--- src/rtl/sram_march_bist.sv ---
// sram_march_bist: built-in self-test engine for an external asynchronous SRAM.
// Runs address-pattern, checkerboard or March C- over 0..TOP_ADDR. Every access is
// a fixed four-cycle slot: k0 setup, k1 strobe low, k2 strobes high and compare, k3 advance.
// Stops on the first read mismatch and holds the failing address and data words.
module sram_march_bist #(
  parameter int                ADDR_W   = 19,
  parameter int                DATA_W   = 32,
  parameter logic [ADDR_W-1:0] TOP_ADDR = ADDR_W'(19'h7FFFF)
) (
  input  logic              CLK0_OUT,
  input  logic              r_rst,
  input  logic              start,
  input  logic [1:0]        mode,
  output logic              busy,
  output logic              done,
  output logic              pass,
  output logic              fail,
  output logic [ADDR_W-1:0] fail_addr,
  output logic [DATA_W-1:0] fail_exp,
  output logic [DATA_W-1:0] fail_got,
  output logic [7:0]        progress,
  output logic [ADDR_W-1:0] ram_addr,
  output logic [DATA_W-1:0] ram_dout,
  input  logic [DATA_W-1:0] ram_din,
  output logic              ram_drive,
  output logic              ram_we_b,
  output logic              ram_oe_b
);

  typedef enum logic [1:0] {S_IDLE, S_RUN, S_DONE, S_FAIL} state_t;
  typedef enum logic [2:0] {P_A, P_CB, P_NCB, P_ZERO, P_ONE} pat_t;
  typedef struct packed {
    logic wr;
    pat_t pat;
  } op_t;

  localparam logic [ADDR_W-1:0] ADDR_ONE = ADDR_W'(1);

  state_t            state;
  logic [1:0]        mode_q;
  logic [1:0]        elem;
  logic              op_q;
  logic [1:0]        phase;
  logic [DATA_W-1:0] rd_p1;

  // Operation table: which access and pattern each (mode, element, op slot) performs.
  function automatic op_t op_info(input logic [1:0] m, input logic [1:0] e, input logic o);
    op_t r;
    r.wr  = 1'b1;
    r.pat = P_ZERO;
    case (m)
      2'd1: begin
        r.wr  = ~e[0];
        r.pat = e[1] ? P_NCB : P_CB;
      end
      2'd2: begin
        case (e)
          2'd0: begin r.wr = 1'b1; r.pat = P_ZERO; end
          2'd1: begin r.wr = o;    r.pat = o ? P_ONE : P_ZERO; end
          2'd2: begin r.wr = o;    r.pat = o ? P_ZERO : P_ONE; end
          default: begin r.wr = 1'b0; r.pat = P_ZERO; end
        endcase
      end
      default: begin
        case (e)
          2'd0:    begin r.wr = 1'b1; r.pat = P_A;    end
          2'd1:    begin r.wr = 1'b0; r.pat = P_A;    end
          default: begin r.wr = 1'b1; r.pat = P_ZERO; end
        endcase
      end
    endcase
    return r;
  endfunction

  function automatic logic elem_last(input logic [1:0] m, input logic [1:0] e);
    return (m == 2'd0) ? (e == 2'd2) : (e == 2'd3);
  endfunction

  function automatic logic elem_down(input logic [1:0] m, input logic [1:0] e);
    return (m == 2'd2) && e[1];
  endfunction

  function automatic logic elem_two(input logic [1:0] m, input logic [1:0] e);
    return (m == 2'd2) && (e == 2'd1 || e == 2'd2);
  endfunction

  // Data word for a pattern at an address; address bits above 15 do not appear in A.
  function automatic logic [DATA_W-1:0] pat_data(input pat_t p, input logic [ADDR_W-1:0] a);
    logic [ADDR_W+15:0] ax;
    logic [15:0]        a16;
    logic [DATA_W-1:0]  d;
    ax  = {16'h0000, a};
    a16 = ax[15:0];
    case (p)
      P_A:     d = {(DATA_W/16){a16}};
      P_CB:    d = a[0] ? {(DATA_W/8){8'hAA}} : {(DATA_W/8){8'h55}};
      P_NCB:   d = a[0] ? {(DATA_W/8){8'h55}} : {(DATA_W/8){8'hAA}};
      P_ONE:   d = '1;
      default: d = '0;
    endcase
    return d;
  endfunction

  logic [1:0]        start_mode;
  op_t               start_op;
  op_t               cur_op;
  logic              cur_down;
  logic [ADDR_W-1:0] end_addr;
  logic [1:0]        nx_elem;
  logic              nx_opi;
  logic [ADDR_W-1:0] nx_addr;
  logic              nx_last;
  op_t               nx_op;
  logic [7:0]        prog_addr;

  assign start_mode = (mode == 2'd3) ? 2'd0 : mode;
  assign start_op   = op_info(start_mode, 2'd0, 1'b0);
  assign cur_op     = op_info(mode_q, elem, op_q);
  assign cur_down   = elem_down(mode_q, elem);
  assign end_addr   = cur_down ? '0 : TOP_ADDR;

  // Next access after k3: second op at same address, next address, or next element.
  always_comb begin
    nx_elem = elem;
    nx_opi  = 1'b0;
    nx_addr = ram_addr;
    nx_last = 1'b0;
    if (!op_q && elem_two(mode_q, elem)) begin
      nx_opi = 1'b1;
    end else if (ram_addr == end_addr) begin
      if (elem_last(mode_q, elem)) begin
        nx_last = 1'b1;
      end else begin
        nx_elem = elem + 2'd1;
        nx_addr = elem_down(mode_q, elem + 2'd1) ? TOP_ADDR : '0;
      end
    end else begin
      nx_addr = cur_down ? (ram_addr - ADDR_ONE) : (ram_addr + ADDR_ONE);
    end
    nx_op = op_info(mode_q, nx_elem, nx_opi);
  end

  // LED view uses the top eight address bits, left-aligned when the bus is narrower.
  generate
    if (ADDR_W >= 8) begin : g_prog_wide
      assign prog_addr = ram_addr[ADDR_W-1:ADDR_W-8];
    end else begin : g_prog_narrow
      assign prog_addr = {ram_addr, {(8-ADDR_W){1'b0}}};
    end
  endgenerate

  // Progress LEDs decoded from the controller state.
  always_comb begin
    case (state)
      S_RUN:   progress = prog_addr;
      S_DONE:  progress = 8'h55;
      S_FAIL:  progress = 8'h33;
      default: progress = 8'h00;
    endcase
  end

  // Read-data capture on the edge that ends the k1 strobe.
  always_ff @(posedge CLK0_OUT) begin
    if (state == S_RUN && phase == 2'd1) rd_p1 <= ram_din;
  end

  // Controller: run handshake, access slot sequencing, strobes and failure capture.
  always_ff @(posedge CLK0_OUT) begin
    if (r_rst) begin
      state     <= S_IDLE;
      mode_q    <= 2'd0;
      elem      <= 2'd0;
      op_q      <= 1'b0;
      phase     <= 2'd0;
      busy      <= 1'b0;
      done      <= 1'b0;
      pass      <= 1'b0;
      fail      <= 1'b0;
      fail_addr <= '0;
      fail_exp  <= '0;
      fail_got  <= '0;
      ram_addr  <= '0;
      ram_dout  <= '0;
      ram_drive <= 1'b0;
      ram_we_b  <= 1'b1;
      ram_oe_b  <= 1'b1;
    end else begin
      case (state)
        S_RUN: begin
          case (phase)
            2'd0: begin
              phase <= 2'd1;
              if (cur_op.wr) ram_we_b <= 1'b0;
              else           ram_oe_b <= 1'b0;
            end
            2'd1: begin
              phase    <= 2'd2;
              ram_we_b <= 1'b1;
              ram_oe_b <= 1'b1;
            end
            2'd2: begin
              if (!cur_op.wr && rd_p1 != ram_dout) begin
                state     <= S_FAIL;
                busy      <= 1'b0;
                fail      <= 1'b1;
                fail_addr <= ram_addr;
                fail_exp  <= ram_dout;
                fail_got  <= rd_p1;
                ram_drive <= 1'b0;
                phase     <= 2'd0;
              end else begin
                phase <= 2'd3;
              end
            end
            default: begin
              phase <= 2'd0;
              if (nx_last) begin
                state     <= S_DONE;
                busy      <= 1'b0;
                done      <= 1'b1;
                pass      <= 1'b1;
                ram_drive <= 1'b0;
              end else begin
                elem      <= nx_elem;
                op_q      <= nx_opi;
                ram_addr  <= nx_addr;
                ram_dout  <= pat_data(nx_op.pat, nx_addr);
                ram_drive <= nx_op.wr;
              end
            end
          endcase
        end
        default: begin
          if (start) begin
            state     <= S_RUN;
            busy      <= 1'b1;
            done      <= 1'b0;
            pass      <= 1'b0;
            fail      <= 1'b0;
            fail_addr <= '0;
            fail_exp  <= '0;
            fail_got  <= '0;
            mode_q    <= start_mode;
            elem      <= 2'd0;
            op_q      <= 1'b0;
            phase     <= 2'd0;
            ram_addr  <= '0;
            ram_dout  <= pat_data(start_op.pat, '0);
            ram_drive <= start_op.wr;
          end
        end
      endcase
    end
  end

endmodule

--- config.mk ---
export PLATFORM = sky130hd
export DESIGN_NAME = sram_march_bist
export DESIGN_NICKNAME = d
export VERILOG_FILES = /design/src/rtl/sram_march_bist.sv
export SDC_FILE = /design/constraint.sdc
export NUM_CORES = 1
export LEC_CHECK = 0
export ABC_AREA = 1
export CORE_MARGIN = 2
export CORE_UTILIZATION = 35
export DETAILED_ROUTE_END_ITERATION = 7
export SLEW_MARGIN = 20
export SYNTH_ARGS = -nofsm -noshare
export SYNTH_HDL_FRONTEND = slang
export SYNTH_SLANG_ARGS = --single-unit
--- constraint.sdc ---
create_clock -name CLK0_OUT -period 6.7 [get_ports CLK0_OUT]
set_clock_uncertainty 0.1 [all_clocks]
set_input_delay 1.005 -clock CLK0_OUT [delete_from_list [all_inputs] [get_ports CLK0_OUT]]
set_output_delay 1.005 -clock CLK0_OUT [all_outputs]
set_load 0.03 [all_outputs]
# ---- Word level (Yosys, flattened, before mapping)
# Cells that the tools add are included.
dict set report totals {
  register_bits 181
  latchBits 0
  ramBits 0
  mem_bits_ro 0
  inputBits 37
  out_inout_bits 149
  word_cells 172
  memories 0
}
dict set report op_classes {
  addsub 3
  multipliers 0
  n_div 0
  n_lt_le_gt_ge 0
  n_eq_ne 35
  n_shift 0
  n_mux 86
  n_bitwise 3
  reduce_logical 27
}
# operator count
set ops {}
lappend ops {{$mux 32} 13}
lappend ops {{$mux 19} 13}
lappend ops {{$pmux 32 s4} 1}
lappend ops {{$pmux 32 s3} 1}
lappend ops {{$mux 2} 16}
lappend ops {{$ne 32x32->1} 1}
lappend ops {{$pmux 4 s2} 4}
lappend ops {{$mux 1} 24}
lappend ops {{$pmux 4 s3} 2}
lappend ops {{$pmux 8 s3} 1}
lappend ops {{$add 19x1->19 const B} 1}
lappend ops {{$eq 19x19->1} 1}
lappend ops {{$sub 19x1->19 const B} 1}
lappend ops {{$eq 2x2->1 const B} 9}
lappend ops {{$reduce_and 3->1} 6}
lappend ops {{$ne 2x2->1 const B} 7}
lappend ops {{$eq 2x1->1 const B} 6}
lappend ops {{$mux 3} 4}
lappend ops {{$logic_not 2->1} 4}
lappend ops {{$pmux 1 s2} 4}
lappend ops {{$pmux 2 s2} 2}
lappend ops {{$eq 3x1->1 const B} 2}
lappend ops {{$eq 3x2->1 const B} 2}
lappend ops {{$eq 3x3->1 const B} 2}
lappend ops {{other kinds (16)} 27}

# ---- Longest topological paths before layout
# Gate-level depths: netlist (run 1).
dict set report depth {
  word_depth 14
  ltp_mapped 22
  mapped_depth_nobuf 22
}

# ---- Worst setup path before layout (run 1)
# No wires, ideal clock.
dict set report synth_timing {
  kind {register to register}
  from {register state[0]}
  to {register rd_p1[0] (enable)}
  setup_ns 0.424
  arrival_time_ns 2.546
  t_required_ns 6.176
  path_slack_ns 3.630
  stages_incl_launch_ff 8
  n_path_buf 1
  synth_period_minus_slack_ns 3.070
  path_cell_list {dfxtp_1 inv_2 nor2_1 buf_2 inv_1 nor2_1 inv_1 nor2_1}
}
dict set report synth_via {
  elab_chain_cells 2
}
# item line
set synth_rtl {}
lappend synth_rtl {{start, declared} 39} ;# state_t state;
lappend synth_rtl {{start signal, assigned} 170} ;# state <= S_IDLE;
lappend synth_rtl {{start signal, assigned} 203} ;# state <= S_FAIL;
lappend synth_rtl {{start signal, assigned} 218} ;# state <= S_DONE;
lappend synth_rtl {{$eq 2x1->1} 164} ;# if (state == S_RUN && phase == 2'd1) rd_p1 <= ram_din;
lappend synth_rtl {{$logic_and 1x1->1} 164}
lappend synth_rtl {{end signal, assigned} 164}
lappend synth_rtl {{end, declared} 44} ;# logic [DATA_W-1:0] rd_p1;
# No other way between the ends.
# A chain may end at the register's enable or synchronous reset.

# ---- Worst setup path after layout (run 1)
dict set report layout_timing {
  from {register state[0]}
  to {output progress[2]}
}
dict set report layout_via {
  elab_chain_cells 2
  elab_cells_between_ends 4
  cone_classes {3 x eq/ne; 1 x mux}
}
# item line
set layout_rtl {}
lappend layout_rtl {{$eq 2x2->1 or $eq 2x1->1 (tied branches)} 154} ;# case (state)
lappend layout_rtl {{$pmux 8 s3 (*)} 154}
lappend layout_rtl {{end, declared} 21} ;# output logic [7:0] progress,
# Mark *: on every way between the ends. The rest lies on a longest branch, timed or not.

==> results of run 1 <==
## worst min-delay path, delay by kind of cell, from the launching register on
kind | cells | cell delay (ps)
flip-flops | 1 | 310
AO/OA/AOI/OAI | 1 | 50
AND/OR/NAND/NOR | 1 | 60
## through the flow
stage / instance area, µm² / hold WS (ps) / total power (W) / utilization, % / setup slack, ps
after floorplan: 8620 / 339 / 0.00162 / - / 3630
after global placement: 10400 / 343 / 0.00184 / 42.8 / 2870
after detailed placement: 10400 / 350 / 0.00185 / 42.8 / 2780
after CTS: 11000 / 361 / 0.00281 / 45.2 / 2360
after global routing: 11000 / 377 / 0.00293 / 45.2 / 2140
final: 11000 / 361 / 0.00280 / 45.2 / 2350
## synthesized netlist by cell type, types with 8 or more instances
| library cell | number | area, µm² |
|---|---|---|
| a21oi_1 | 133 | 666 |
| buf_1 | 13 | 48.8 |
| buf_2 | 8 | 40.0 |
| buf_4 | 35 | 263 |
| buf_6 | 10 | 113 |
| clkbuf_1 | 25 | 93.8 |
| dfxtp_1 | 117 | 2340 |
| edfxtp_1 | 32 | 961 |
| ha_1 | 28 | 350 |
| inv_1 | 95 | 357 |
| inv_2 | 12 | 45.0 |
| nand2_1 | 320 | 1200 |
| nand2_2 | 15 | 93.8 |
| nand3_1 | 56 | 280 |
| nand4_1 | 91 | 569 |
| nor2_1 | 52 | 195 |
| o21ai_0 | 39 | 195 |
| o21ai_1 | 16 | 80.1 |
| xnor2_1 | 15 | 131 |
## worst paths after layout
check | start | endpoint | slack (ps) | cells after the start
hold reg to reg | fail_addr[1] | fail_addr[1] | 360 | 2
setup reg to reg | elem[1] | ram_dout[15] | 2630 | 11
setup / recovery | state[0] | progress[2] | 2350 | 6
hold / removal | fail_addr[1] | fail_addr[1] | 360 | 2
## area by class of cell
cell class	count	area share, %
clock buffer	17	3.88
clock inverter	15	1.54
inverter	110	3.80
multi-input combinational	826	39.7
sequential	149	30.1
tap	324	3.70
timing repair buffer	191	17.2
## power groups by stage
stage / clock network [W] / registers [W] / logic, W
4_1_cts: 0.000983 / 0.00106 / 0.000772
3_5_place_dp: 0 / 0.00108 / 0.000768
5_1_grt: 0.00103 / 0.00107 / 0.000832
3_3_place_gp: 0 / 0.00108 / 0.000764
2_1_floorplan: 0 / 0.00110 / 0.000521
6_report: 0.000969 / 0.00106 / 0.000770
## sequential cells by signal, indices dropped and copies added, names as in the netlist, 2 cells and up
signal and flops:
elem 2, fail_addr 19, fail_exp 16, fail_got 32
mode_q 2, phase 2, ram_addr 19, ram_dout 16
rd_p1 32, state 2
## layer usage
metal	wire [µm]	part of all wire (%)	up-vias
met1	12600	44	3896
met5	0	0	-
met3	1970	6.9	46
met2	13300	46	334
met4	741	2.6	0
li1	-	-	4168
## cell families after synthesis
family / Yosys count / share of synthesized area [%]
fa+ha+maj: 29 / 4.30
xor+xnor: 21 / 2.13
simple gates: 570 / 31.4
flops: 149 / 38.3
buf+inv: 201 / 11.3
compound gates: 206 / 12.5
==> results.sh, run 1 <==
export IMPL_run_status="complete, no violations"
export IMPL_critPathTopFamily="buffers and inverters"
export IMPL_p_leak_nw=4.19
export IMPL_fin_crit_sh_pct=65.0
export IMPL_tritoncts="yes"
export IMPL_slew_headroom_pct=30.1
export IMPL_nets=1361
export IMPL_clk_latency_ps=430
export IMPL_first_global_vias=7886
export IMPL_drtAntennaViolNets=0
export IMPL_cp_slowest_cell="nor2_4"
export IMPL_switching_power_w=0.00104
export IMPL_synth_ff_type="dfxtp_1"
export IMPL_start_util_pct=35.5
export IMPL_period_needed_ps=4350
export IMPL_cts_hold_buffers=0
export IMPL_wl_per_cell_um=17.5
export IMPL_drv_slew=0
export IMPL_multi_input_area_um2=4360
export IMPL_async_reset_ff_share_pct=0
export IMPL_drive_gt1_share_pct=7.57
export IMPL_p_clk_share_pct=34.6
export IMPL_critPathKind="flip-flop to primary output"
export IMPL_vias=8444
export IMPL_dp_cells=1600
export IMPL_cts_resized=0
export IMPL_p_per_area_nw_per_um2=255
export IMPL_crit_arrival_ps=3250
export IMPL_grt_pass1_wl_um=44100
export IMPL_antenna_cells=0
export IMPL_drt_vias_per_instance=5.17
export IMPL_path_buf_inv=3
export IMPL_synth_edff_count=32
export IMPL_layout_common_cells="320 x nand2_1, 184 x clkdlybuf4s50_1, 133 x a21oi_1"
export IMPL_grt_overflow_total=0
export IMPL_cp_required_ps=5590
export IMPL_grtUsageMet2_pct=35.3
export IMPL_final_hold_violation_count=0
export IMPL_worstSetupEndpointType="primary output"
export IMPL_grt_antenna_before_repair=0
export IMPL_grt_use_met3_pct=5.19
export IMPL_place_hpwl_um=20600
export IMPL_finalSetupViolations=0
export IMPL_dieArea_um2=25900
export IMPL_start_kind="flip-flop"
export IMPL_syn_area_um2=8620
export IMPL_p_int_w=0.00176
export IMPL_vdd_ir_drop_max_mv=0.198
export IMPL_grt_max_degree=71
export IMPL_worst_slew_pin_slew_ps=1050
export IMPL_io_buffers=185
export IMPL_finalSetupTns_ps=0
export IMPL_routabilityCongestion=0.855
export IMPL_clock_path_buffers=2
export IMPL_cts_buffers=17
export IMPL_synth_seq_area_share_pct=38.3
export IMPL_io_pins=186
export IMPL_worstHoldPathType="flip-flop to flip-flop"
export IMPL_rsz0062_at_grt="false"
export IMPL_layoutNonFillerInstCount=1632
export IMPL_drt_first_pass_iters=6
export IMPL_row_count=57
export IMPL_layout_filler_cells=2469
export IMPL_post_cts_buffers=0
export IMPL_globalRouteMet1Util_pct=28.6
export IMPL_cts_sinks=149
export IMPL_drc_errors=0
export IMPL_postSynthCellCount=1176
export IMPL_postSynthAreaPerCell_um2=7.33
export IMPL_p_seq_share_pct=37.9
export IMPL_yosys_cell_types_count=46
export IMPL_drt_iter0_drc=743
export IMPL_fmaxAchievable_mhz=230
export IMPL_regArea_um2=3300
export IMPL_crit_path_max_incr_delay_ps=720
export IMPL_ys_ff_latch=149
export IMPL_comb_power_share_pct=27.5
export IMPL_wl_um=28600
export IMPL_core_area_um2=24200
export IMPL_syn_to_final_growth_pct=27.3
export IMPL_cp_max_fo=41
export IMPL_die_x_um=161
export IMPL_top_usage_layer="met2"
export IMPL_clockRootBuffer="clkbuf_16"
export IMPL_htreeDepth=4
export IMPL_path_cells="inv_2 > nor2_4 > inv_1 > nor2_1 > o21bai_1 > clkdlybuf4s50_1"
export IMPL_cts_clk_slew_worst_paths_ps=60
export IMPL_maxCapViolations=0
export IMPL_yosys_warnings=0
export IMPL_syn_nets=1242
export IMPL_fp_dieH_um=161
export IMPL_grt_usage_pct=21.9
export IMPL_final_common_cell="nand2_1"
export IMPL_p_sw_share_pct=37.3
No activity file was read; power rests on OpenSTA's default activity.
==> inputs of run 2 (changes only) <==
clock period = 3.6 ns   (was 6.7 ns; I/O delays follow)
==> run 2 against run 1 <==
Compared with the run above:
- clock power rose by 88%
- sequential share of layout area decreased by 0.93 points
- cell area up 3.2%
- die area is the same
- final cell count grew 2.5%
- power rose by 89%
- routed wire length up 2.8%
- core utilization increased by 1.4 points
- via count up 2.4%
- critical path type is now flip-flop to flip-flop
==> results.sh, run 2 (synthesis gave the netlist of run 1 again) <==
export IMPL_run_status="complete, no violations"
export IMPL_row_count=57
export IMPL_grt_antenna_before_repair=0
export IMPL_final_hold_violation_count=0
export IMPL_start_util_pct=35.5
export IMPL_drt_first_pass_iters=5
export IMPL_drc_errors=0
export IMPL_maxCapViolations=0
export IMPL_fmaxAchievable_mhz=301
export IMPL_grt_overflow_total=0
export IMPL_crit_arrival_ps=3500
export IMPL_top_regs="fail_got x32, rd_p1 x32"
export IMPL_worstSetupEndpointType="flip-flop"
export IMPL_path_cells="inv_1 > ha_1 > nand2_2 > inv_1 > buf_12 > ha_1 > nand2_1 > nor2_2 > nand3_2 > nor2_4 > nand2_4 > a21oi_4 > a21oi_1 > nand2_2 > nand2_4 > nand2_2 > inv_2 > nor2_1 > nand2_1 > nand2_1 > a21oi_1"
export IMPL_regArea_um2=3300
export IMPL_drt_iter0_drc=739
export IMPL_layout_common_cells="320 x nand2_1, 184 x clkdlybuf4s50_1, 133 x a21oi_1"
export IMPL_grt_usage_pct=22.6
export IMPL_cp_required_ps=3780
export IMPL_antenna_cells=0
export IMPL_p_leak_nw=4.42
export IMPL_postPlaceCellArea_um2=10700
export IMPL_io_buffers=185
export IMPL_wl_per_cell_um=17.6
export IMPL_wl_um=29400
export IMPL_cp_max_fo=18
export IMPL_drive_gt1_share_pct=10.2
export IMPL_finalPower_w=0.00529
export IMPL_p_per_area_nw_per_um2=467
export IMPL_dieArea_um2=25900
export IMPL_final_common_cell="nand2_1"
export IMPL_rsz0062_at_grt="false"
export IMPL_htreeDepth=4
export IMPL_critPathKind="flip-flop to flip-flop"
export IMPL_fin_crit_sh_pct=92.4
export IMPL_finalSetupViolations=0
export IMPL_cts_sinks=149
export IMPL_drtAntennaViolNets=0
export IMPL_slew_headroom_pct=43.3
export IMPL_layout_filler_cells=2444
export IMPL_fp_dieH_um=161
export IMPL_cp_slowest_cell="dfxtp_1"
export IMPL_cts_buffers=17
export IMPL_drv_slew=0
export IMPL_place_hpwl_um=21800
export IMPL_clk_latency_ps=420
export IMPL_routabilityCongestion=0.872
export IMPL_vias=8647
export IMPL_drt_vias_per_instance=5.17
export IMPL_start_kind="flip-flop"
export IMPL_io_pins=186
export IMPL_design_area_um2=11300
export IMPL_period_needed_ps=3330
export IMPL_layoutNonFillerInstCount=1672
export IMPL_tritoncts="yes"
export IMPL_die_x_um=161
export IMPL_worst_slew_pin_slew_ps=844
export IMPL_cts_clk_slew_worst_paths_ps=60
export IMPL_worstHoldPathType="input port to flip-flop"
export IMPL_grt_pass1_wl_um=45500
export IMPL_finalSetupTns_ps=0
export IMPL_multi_input_area_um2=4360
export IMPL_clock_path_buffers=2
export IMPL_dp_cells=1640
export IMPL_grt_max_degree=74
export IMPL_syn_to_final_growth_pct=31.4
export IMPL_clockRootBuffer="clkbuf_16"
export IMPL_nets=1401
export IMPL_first_global_vias=8191
export IMPL_core_area_um2=24200
export IMPL_crit_path_max_incr_delay_ps=330
export IMPL_vdd_ir_drop_max_mv=0.287
[run 2: cell types whose count changed in the layout (fill, tap and decap cells not counted)]
cell	change
clkinv_4	+2
o21ai_0	-2
bufinv_16	+1
clkbuf_1	+1
buf_4	+37
o21ai_1	+2
buf_12	+3
clkinvlp_4	-1
inv_8	-3
[run 2: worst paths after layout]
kind / from / end / slack, ps / cells past startpoint
worst max register to register: mode_q[0] / ram_dout[29] / 270 / 21
worst min register to register: fail_addr[17] / fail_addr[17] / 360 / 2
worst max-delay path: mode_q[0] / ram_dout[29] / 270 / 21
worst min-delay path: r_rst / fail_got[29] / 340 / 2
[run 2: area by class of cell]
type                       instances  area share, %
tap                              324           3.58
multi-input combinational        826           38.5
clock inverter                    14           1.55
sequential                       149           29.2
clock buffer                      18           3.79
timing repair buffer             231           19.7
inverter                         110           3.68
[run 2: stage by stage]
step                utilization (%)  setup slack (ps)  hold slack [ps]
floorplan                         -               530              339
global placement               44.2               372              339
detailed placement             44.2               338              354
CTS                            46.7               329              317
global route                   46.7              16.7              362
finish                         46.7               275              337
[run 2: report_power, final]
group,switching (W),internal [W]
Clock,0.000724,0.00110
Sequential,0.000168,0.00180
Combinational,0.00102,0.000476
Total,0.00191,0.00337
[run 2: timing repair]
action	4_1_cts	5_1_grt
setup endpoints to repair	0	1
buffers inserted	0	0
endpoints found under the hold margin	0	0
resized for setup	0	1
hold buffers	0	0
[run 2: metal layers]
metal	global-route usage, %	vias up	part of all wire (%)
li1	-	4237	-
met3	4.83	54	6.5
met5	0	-	0
met2	37.0	328	47
met4	8.20	0	2.8
met1	29.4	4028	44
[run 2: worst max-delay path, delay by kind of cell (launching register included)]
family	cells	cell delay, ps
and+or+nand+nor	12	1380
adders and majority gates	2	610
AOI/OAI and AO/OA	3	410
buffers and inverters	4	340
DFF	1	330
==> inputs of run 3 (changes only) <==
CORE_MARGIN = 3   (was 2)
PLACE_DENSITY = 0.72   (was unset)
==> run 3 against run 2 <==
Compared with the run above:
- global-route usage shrank 1.0 points
- critical path depth is the same
- final cell count shrank 1.3%
- via count grew 0.24%
- sequential share of layout area grew 0.28 points
- die area grew 2.5%
- core utilization grew 0.38 points
- flip-flop and latch count is the same
- critical endpoint is now ram_dout[25]
- routed wire length shrank 1.6%
- worst hold slack gained 21 ps
==> results.sh, run 3 (synthesis gave the netlist of run 1 again) <==
export IMPL_start_kind="flip-flop"
export IMPL_crit_arrival_ps=3520
export IMPL_run_status="complete, no violations"
export IMPL_grt_antenna_before_repair=0
export IMPL_startpoint="mode_q[0]"
export IMPL_min_delay_start="ram_we_b"
export IMPL_postPlaceCellArea_um2=10600
export IMPL_drtAntennaViolNets=0
export IMPL_fp_dieH_um=163
export IMPL_clockRootBuffer="clkbuf_16"
export IMPL_finalSetupTns_ps=0
export IMPL_grt_max_degree=76
export IMPL_grt_usage_pct=21.6
export IMPL_r2r_start="mode_q[0]"
export IMPL_finalSetupViolations=0
export IMPL_wl_per_cell_um=17.5
export IMPL_syn_to_final_growth_pct=30.1
export IMPL_cts_clk_slew_worst_paths_ps=70
export IMPL_setup_slack_ps=277
export IMPL_critPathKind="flip-flop to flip-flop"
export IMPL_p_per_area_nw_per_um2=465
export IMPL_dieArea_um2=26500
export IMPL_vias=8668
export IMPL_period_needed_ps=3320
export IMPL_maxCapViolations=0
export IMPL_cts_buffers=17
export IMPL_post_place_ws_ps=231
export IMPL_final_hold_violation_count=0
export IMPL_worstHoldPathType="flip-flop to flip-flop"
export IMPL_cp_max_fo=18
export IMPL_final_common_cell="nand2_1"
export IMPL_antenna_cells=0
export IMPL_drt_first_pass_iters=6
export IMPL_rsz0062_at_grt="true"
export IMPL_clock_path_buffers=2
export IMPL_start_util_pct=36.2
export IMPL_place_hpwl_um=21200
export IMPL_htreeDepth=4
export IMPL_vdd_ir_drop_max_mv=0.294
export IMPL_worstSetupEndpointType="flip-flop"
export IMPL_drc_errors=0
export IMPL_tritoncts="yes"
export IMPL_drt_vias_per_instance=5.25
export IMPL_fin_crit_sh_pct=92.3
export IMPL_drt_iter0_drc=869
export IMPL_cp_required_ps=3800
export IMPL_die_x_um=163
export IMPL_top_regs="fail_got x32, rd_p1 x32"
export IMPL_clk_latency_ps=430
export IMPL_grt_pass1_wl_um=45300
export IMPL_drv_slew=0
export IMPL_cts_sinks=149
export IMPL_row_count=56
export IMPL_nets=1385
export IMPL_io_pins=186
export IMPL_drive_gt1_share_pct=9.83
export IMPL_slew_headroom_pct=46.4
export IMPL_worst_slew_pin_slew_ps=804
export IMPL_fmaxAchievable_mhz=301
export IMPL_grt_overflow_total=0
export IMPL_first_global_vias=8308
export IMPL_layout_common_cells="320 x nand2_1, 184 x clkdlybuf4s50_1, 133 x a21oi_1"
export IMPL_core_area_um2=23800
export IMPL_routabilityCongestion=0.941
export IMPL_wl_um=28900
export IMPL_p_leak_nw=4.29
export IMPL_design_area_um2=11200
export IMPL_cts_hold_buffers=0
export IMPL_io_buffers=185
run 3: changes by cell type in the layout (fill, tap and decap cells not counted), sizes merged:
cell,change
buf,-16
bufinv,-2
clkbuf,-1
clkinvlp,+1
inv,+2
run 3: through the flow:
stage / std cells / total power [W] / util (%) / hold WS (ps)
after floorplan: 1176 / 0.00301 / - / 339
after global placement: 1616 / 0.00348 / 44.3 / 343
after detailed placement: 1616 / 0.00348 / 44.3 / 341
after CTS: 1648 / 0.00520 / 46.7 / 358
after global routing: 1651 / 0.00543 / 47.0 / 372
final: 1651 / 0.00521 / 47.0 / 357
run 3: worst paths after layout:
path / to / slack, ps / cells past startpoint
worst max register to register: ram_dout[25] / 280 / 21
worst min-delay path: ram_we_b / 360 / 2
worst max-delay path: ram_dout[25] / 280 / 21
worst min register to register: ram_we_b / 360 / 2
run 3: area by class of cell:
type,count,area (µm²)
timing repair buffer,215,2110
sequential,149,3300
fill,2410,12600
tap,319,399
clock inverter,15,145
inverter,110,420
clock buffer,17,425
multi-input combinational,826,4410
run 3: timing repair:
action	in CTS	in global routing
setup buffers	0	3
gates resized for setup	0	12
setup endpoints to repair	0	20
run 3: where the power goes:
part           total [W]  switching [W]  leakage (nW)  internal [W]
Sequential       0.00196       0.000165          1.24       0.00180
Combinational    0.00151        0.00103          2.78      0.000480
Clock            0.00173       0.000766         0.274      0.000967
run 3: layer usage:
metal	GRT usage [%]	up-vias	share of wire, %
met3	4.98	58	8.2
met2	33.7	375	47
li1	-	4202	-
met5	0	-	0
met4	7.96	0	3.0
met1	29.1	4033	42
run 3: critical path, stage by stage (launching register included):
cell,delay [ps]
dfxtp_1,330
inv_1,70
ha_2,230
nand2_2,150
inv_1,90
buf_12,170
ha_2,380
nand2_2,100
nor2_4,170
nand3_2,110
nor2_4,180
nand2_4,110
clkinv_2,110
nand2_1,50
nand2_1,110
nand2_1,90
nand2_4,150
inv_2,60
nand2_2,70
nand2_4,80
o21ai_1,170
a21oi_1,80
